File: src/rtl/mem_pkg.sv
// Shared encodings for the data-memory access controller: access modes,
// response error codes, FSM states and the request legality check.
package mem_pkg;

  localparam logic [2:0] MODE_WORD  = 3'd0;
  localparam logic [2:0] MODE_HALF  = 3'd1;
  localparam logic [2:0] MODE_HALFU = 3'd2;
  localparam logic [2:0] MODE_BYTE  = 3'd3;
  localparam logic [2:0] MODE_BYTEU = 3'd4;

  localparam logic [1:0] ERR_OK      = 2'd0;
  localparam logic [1:0] ERR_ILLEGAL = 2'd1;
  localparam logic [1:0] ERR_MEM     = 2'd2;

  typedef enum logic [2:0] {
    ST_IDLE      = 3'd0,
    ST_LOAD      = 3'd1,
    ST_WRITE     = 3'd2,
    ST_RMW_READ  = 3'd3,
    ST_RMW_WRITE = 3'd4,
    ST_ERR       = 3'd5
  } state_t;

  // Misaligned word/half accesses and undefined mode codes are rejected.
  function automatic logic is_illegal(input logic [2:0] mode, input logic [1:0] addr_lo);
    logic bad;
    case (mode)
      MODE_WORD:              bad = (addr_lo != 2'b00);
      MODE_HALF, MODE_HALFU:  bad = addr_lo[0];
      MODE_BYTE, MODE_BYTEU:  bad = 1'b0;
      default:                bad = 1'b1;
    endcase
    return bad;
  endfunction

endpackage

File: src/rtl/mem_lane.sv
// Lane logic: extracts and extends a load from a memory word, and merges
// store data into the addressed byte/half lane of a memory word.
module mem_lane
  import mem_pkg::*;
(
  input  logic [31:0] word,
  input  logic [1:0]  addr_lo,
  input  logic [2:0]  mode,
  input  logic [15:0] wdata,
  output logic [31:0] load_data,
  output logic [31:0] merged
);

  logic [7:0]  byte_s;
  logic [15:0] half_s;

  assign byte_s = word[{addr_lo, 3'b000} +: 8];
  assign half_s = addr_lo[1] ? word[31:16] : word[15:0];

  // Load extraction with sign or zero extension.
  always_comb begin
    load_data = 32'h0000_0000;
    case (mode)
      MODE_WORD:  load_data = word;
      MODE_HALF:  load_data = {{16{half_s[15]}}, half_s};
      MODE_HALFU: load_data = {16'h0000, half_s};
      MODE_BYTE:  load_data = {{24{byte_s[7]}}, byte_s};
      MODE_BYTEU: load_data = {24'h00_0000, byte_s};
      default:    load_data = 32'h0000_0000;
    endcase
  end

  // Store merge: only the addressed lane is replaced.
  always_comb begin
    merged = word;
    case (mode)
      MODE_HALF, MODE_HALFU: begin
        if (addr_lo[1]) begin
          merged[31:16] = wdata;
        end else begin
          merged[15:0] = wdata;
        end
      end
      MODE_BYTE, MODE_BYTEU: merged[{addr_lo, 3'b000} +: 8] = wdata[7:0];
      default:               merged = word;
    endcase
  end

endmodule

File: src/rtl/mem_access_ctrl.sv
// Load/store controller between a pipeline and a word-wide data memory;
// sub-word stores are done as read-modify-write.
module mem_access_ctrl
  import mem_pkg::*;
#(
  parameter int ADDR_W = 16
) (
  input  logic              clk,
  input  logic              rstn,
  input  logic              req_valid,
  output logic              req_ready,
  input  logic              req_we,
  input  logic [2:0]        req_mode,
  input  logic [ADDR_W-1:0] req_addr,
  input  logic [31:0]       req_wdata,
  output logic              resp_valid,
  output logic [31:0]       resp_rdata,
  output logic [1:0]        resp_err,
  output logic [ADDR_W-1:0] dm_add,
  output logic [31:0]       dm_data,
  output logic              dm_we,
  output logic [2:0]        dm_mode,
  input  logic [31:0]       dm_rdata,
  input  logic              dm_error
);

  state_t              state_r;
  state_t              state_s;
  logic [ADDR_W-1:0]   addr_r;
  logic [2:0]          mode_r;
  logic [31:0]         dm_data_r;
  logic                resp_valid_r;
  logic [1:0]          resp_err_r;
  logic [31:0]         resp_rdata_r;
  logic                resp_valid_s;
  logic [1:0]          resp_err_s;
  logic [31:0]         resp_rdata_s;
  logic                accept_s;
  logic [31:0]         load_data_s;
  logic [31:0]         merged_s;

  assign req_ready  = (state_r == ST_IDLE);
  assign accept_s   = req_valid && req_ready;
  assign dm_we      = (state_r == ST_WRITE) || (state_r == ST_RMW_WRITE);
  assign dm_add     = {addr_r[ADDR_W-1:2], 2'b00};
  assign dm_data    = dm_data_r;
  assign dm_mode    = MODE_WORD;
  assign resp_valid = resp_valid_r;
  assign resp_err   = resp_err_r;
  assign resp_rdata = resp_rdata_r;

  // dm_data_r holds the store data until RMW_READ, then the merged word.
  mem_lane u_lane (
    .word      (dm_rdata),
    .addr_lo   (addr_r[1:0]),
    .mode      (mode_r),
    .wdata     (dm_data_r[15:0]),
    .load_data (load_data_s),
    .merged    (merged_s)
  );

  // State register.
  always_ff @(posedge clk or negedge rstn) begin
    if (!rstn) begin
      state_r <= ST_IDLE;
    end else begin
      state_r <= state_s;
    end
  end

  // Next-state decode; every non-idle state is a single cycle.
  always_comb begin
    state_s = state_r;
    case (state_r)
      ST_IDLE: begin
        if (req_valid) begin
          if (is_illegal(req_mode, req_addr[1:0])) begin
            state_s = ST_ERR;
          end else if (!req_we) begin
            state_s = ST_LOAD;
          end else if (req_mode == MODE_WORD) begin
            state_s = ST_WRITE;
          end else begin
            state_s = ST_RMW_READ;
          end
        end else begin
          state_s = ST_IDLE;
        end
      end
      ST_LOAD:      state_s = ST_IDLE;
      ST_WRITE:     state_s = ST_IDLE;
      ST_RMW_READ:  state_s = ST_RMW_WRITE;
      ST_RMW_WRITE: state_s = ST_IDLE;
      ST_ERR:       state_s = ST_IDLE;
      default:      state_s = ST_IDLE;
    endcase
  end

  // Response values registered on the edge that leaves a working state.
  always_comb begin
    resp_valid_s = 1'b0;
    resp_err_s   = ERR_OK;
    resp_rdata_s = 32'h0000_0000;
    case (state_r)
      ST_LOAD: begin
        resp_valid_s = 1'b1;
        resp_rdata_s = load_data_s;
      end
      ST_WRITE, ST_RMW_WRITE: begin
        resp_valid_s = 1'b1;
        resp_err_s   = dm_error ? ERR_MEM : ERR_OK;
      end
      ST_ERR: begin
        resp_valid_s = 1'b1;
        resp_err_s   = ERR_ILLEGAL;
      end
      default: begin
        resp_valid_s = 1'b0;
        resp_err_s   = ERR_OK;
        resp_rdata_s = 32'h0000_0000;
      end
    endcase
  end

  // Request latch, merge register and registered response outputs.
  always_ff @(posedge clk or negedge rstn) begin
    if (!rstn) begin
      addr_r       <= '0;
      mode_r       <= MODE_WORD;
      dm_data_r    <= 32'h0000_0000;
      resp_valid_r <= 1'b0;
      resp_err_r   <= ERR_OK;
      resp_rdata_r <= 32'h0000_0000;
    end else begin
      resp_valid_r <= resp_valid_s;
      resp_err_r   <= resp_err_s;
      resp_rdata_r <= resp_rdata_s;
      if (accept_s) begin
        addr_r    <= req_addr;
        mode_r    <= req_mode;
        dm_data_r <= req_wdata;
      end else if (state_r == ST_RMW_READ) begin
        dm_data_r <= merged_s;
      end
    end
  end

endmodule

File: config.mk
export PLATFORM = sky130hd
export DESIGN_NAME = mem_access_ctrl
export DESIGN_NICKNAME = d
export VERILOG_FILES = /design/src/rtl/mem_pkg.sv /design/src/rtl/mem_lane.sv /design/src/rtl/mem_access_ctrl.sv
export SDC_FILE = /design/constraint.sdc
export NUM_CORES = 1
export LEC_CHECK = 0
export CAP_MARGIN = 5
export CORE_MARGIN = 3
export CORE_UTILIZATION = 40
export CTS_BUF_LIST = sky130_fd_sc_hd__clkbuf_8
export DETAILED_ROUTE_END_ITERATION = 7
export PLACE_DENSITY = 0.78
export SYNTH_ARGS = -nofsm -noshare
export SYNTH_HDL_FRONTEND = slang
export SYNTH_SLANG_ARGS = --single-unit
File: constraint.sdc
create_clock -name clk -period 5.75 [get_ports clk]
set_clock_uncertainty 0.15 [all_clocks]
set_input_delay 1.15 -clock clk [delete_from_list [all_inputs] [get_ports clk]]
set_output_delay 1.15 -clock clk [all_outputs]
set_load 0.05 [all_outputs]
==> metrics.yaml <==
job:
  cap_viol_max_count: 0
power:
  p_leak_nw: 2.95
  ir_drop_mv: 0.273
  p_total_mw: 3.30
  power.density_nw_per_um2: 464
routing:
  wirelength_um: 18100
  drtIter0Drc: 458
  wire_per_inst_um: 20.4
  via_count: 5111
  ant_nets: 0
  drt-vias-per-instance: 5.75
  first_pass_iters: 7
  drc: 0
floorplanning:
  core_um2: 12700
  initial_core_util_pct: 41.1
  dieArea_um2: 14500
  pin_count: 176
  die_h_um: 120
  die_w_um: 120
  row_count: 41
min_path:
  hp-class: "flip-flop to flip-flop"
timing:
  period_share_pct: 58.2
  rsz0062_at_grt: "no"
  finalHoldViolCount: 0
  setup_viol: 0
  worst_pin_slew_ns: 1.14
  maxSlewViolCount: 0
  setup_slack_ns: 2.41
  fmax_mhz: 299
  whs_ns: 0.333
  fin_tns_setup_ns: 0
  slew_headroom_pct: 23.8
  final.min_clock_period_ns: 3.34
setup_path:
  timing.critical_path.cells: "nor3_1 > clkdlybuf4s50_1"
  cp.arrival_ns: 2.04
  critical_path_required_ns: 4.45
  path_class: "flip-flop to output pin"
  cp-end-kind: "output pin"
  worst-path-max-fanout: 11
  slowest_delay_ns: 0.86
  start_kind: "flip-flop"
  slowest_stage: "clkdlybuf4s50_1"
synthesis:
  synth.area.top_cells: "dfrtp_1 (43%), a21oi_1 (6.7%), nand2_1 (5.5%), mux2_2 (3.2%), nor2b_1 (3.1%)"
  synth-seq-cells: 89
  synth_warnings: 0
  syn_inst: 588
  synth_edf_count: 0
  synth_top_area_share_pct: 42.6
  ys.flop_type: "dfrtp_1"
  ys_async_sr_fraction_pct: 100
  syn_area_um2: 5230
  yosysTopAreaCell: "dfrtp_1"
  avgSynthCellArea_um2: 8.90
  synth-seq-area-share_pct: 42.6
  ys_top_cells_by_count: "dfrtp_1 (89), nand2_1 (77), a21oi_1 (70)"
  synth_most_common_cell: "dfrtp_1"
  yosysUniqueCellTypes: 55
clocking:
  clock_latency_ns: 0.36
  htreeDepth: 3
  hold_buffers: 0
  cts_tree: "done"
  cts_root_buf: "clkbuf_8"
  cts_resized: 0
  post-cts-setup-buffers: 0
  cts.sink_count: 89
  cts_buffers: 9
  clock_path_buffers: 2
  clk_pin_slew_ns: 0.08
placement:
  place_ws_ns: 2.08
  io_buffers: 170
  hpwl_um: 13100
  place_congestion: 0.976
final_layout:
  area_delta_synth_final_pct: 35.9
  nNetsFinal: 806
  drive_gt1_share_pct: 6.14
  nFillCells: 1155
  fin_util_pct: 55.9
  n_antenna_cell: 0
global_route:
  overflow: 0
  track_usage_pct: 24.6
  antenna_found_initial: 0
  grt_pass1_vias: 5072
  grt_max_degree: 90
  grt_pass1_wl_um: 27900
status:
  outcome: "finished, final reports clean"
==> critical path, delay by kind of cell (launching register included) <==
family | cells | cell delay (ns)
buffers and inverters | 1 | 0.86
flip-flops | 1 | 0.52
AND/OR/NAND/NOR | 1 | 0.31
==> sequential cells by signal, indices dropped and copies added (netlist names) <==
| signal | count |
|---|---|
| addr_r | 16 |
| dm_data | 32 |
| mode_r | 3 |
| resp_err | 2 |
| resp_rdata | 32 |
| resp_valid | 1 |
| state_r | 3 |
==> path summary, 6_finish.rpt <==
check / slack (ns) / to / cells past startpoint / start
worst max-delay path: 2.41 / req_ready / 2 / state_r[1]$_DFF_PN0_
worst min-delay path: 0.33 / addr_r[3]$_DFFE_PN0P_ / 2 / addr_r[3]$_DFFE_PN0P_
worst max register to register: 2.62 / dm_data[28]$_DFFE_PN0P_ / 6 / addr_r[0]$_DFFE_PN0P_
worst min register to register: 0.33 / addr_r[3]$_DFFE_PN0P_ / 2 / addr_r[3]$_DFFE_PN0P_
max in group asynchronous: 3.85 / resp_rdata[0]$_DFF_PN0_ / 1 / rstn
min in group asynchronous: 0.81 / addr_r[6]$_DFFE_PN0P_ / 1 / rstn
==> cells in the final DEF, fill, tap and decap left out, types with 9 or more instances in the layout <==
cell	count
a21oi_1	70
a22o_1	13
a22oi_1	14
buf_4	9
clkbuf_8	10
clkdlybuf4s50_1	169
dfrtp_1	89
mux2_2	15
mux2i_1	13
nand2_1	77
nor2_1	31
nor2b_1	26
nor3_1	26
o21ai_0	22
o22ai_1	19
o32a_1	10
==> report_power, final <==
group,switching [mW],internal (mW)
Clock,0.212,0.251
Sequential,0.212,0.787
Combinational,1.18,0.652
==> area by class of cell <==
type	instances	area, um^2	share of cell area (%)
Clock buffer	10	138	1.94
Clock inverter	5	72.6	1.02
Inverter	5	18.8	0.264
Multi-Input combinational cell	430	2680	37.7
Sequential cell	89	2230	31.3
Tap cell	172	215	3.03
Timing Repair Buffer	178	1760	24.7
==> stage by stage <==
| stage | cells | instance area (um^2) |
|---|---|---|
| after floorplan | 592 | 5250 |
| after global placement | 874 | 6900 |
| after detailed placement | 874 | 6900 |
| after CTS | 889 | 7110 |
| after global routing | 889 | 7110 |
| final | 889 | 7110 |
==> per-layer routing <==
metal	vias to the layer above	GRT usage [%]	routed length, um
met4	0	8.00	371
met2	298	38.8	8460
met3	29	5.61	1810
met5	-	0	0
met1	2434	33.7	7490
li1	2350	-	-
==> cells by family (layout without fill, tap and decap cells) <==
logic type,Yosys count,in the layout,synth area share (%)
simple gates,196,196,18.5
xor+xnor,3,3,0.502
fa+ha+maj,5,5,1.20
flops,89,89,42.6
mux,29,29,6.15
buf+inv,73,198,6.79
other cells,1,5,0.0717
compound gates,192,192,24.2
(Power assumes the default switching activity.)
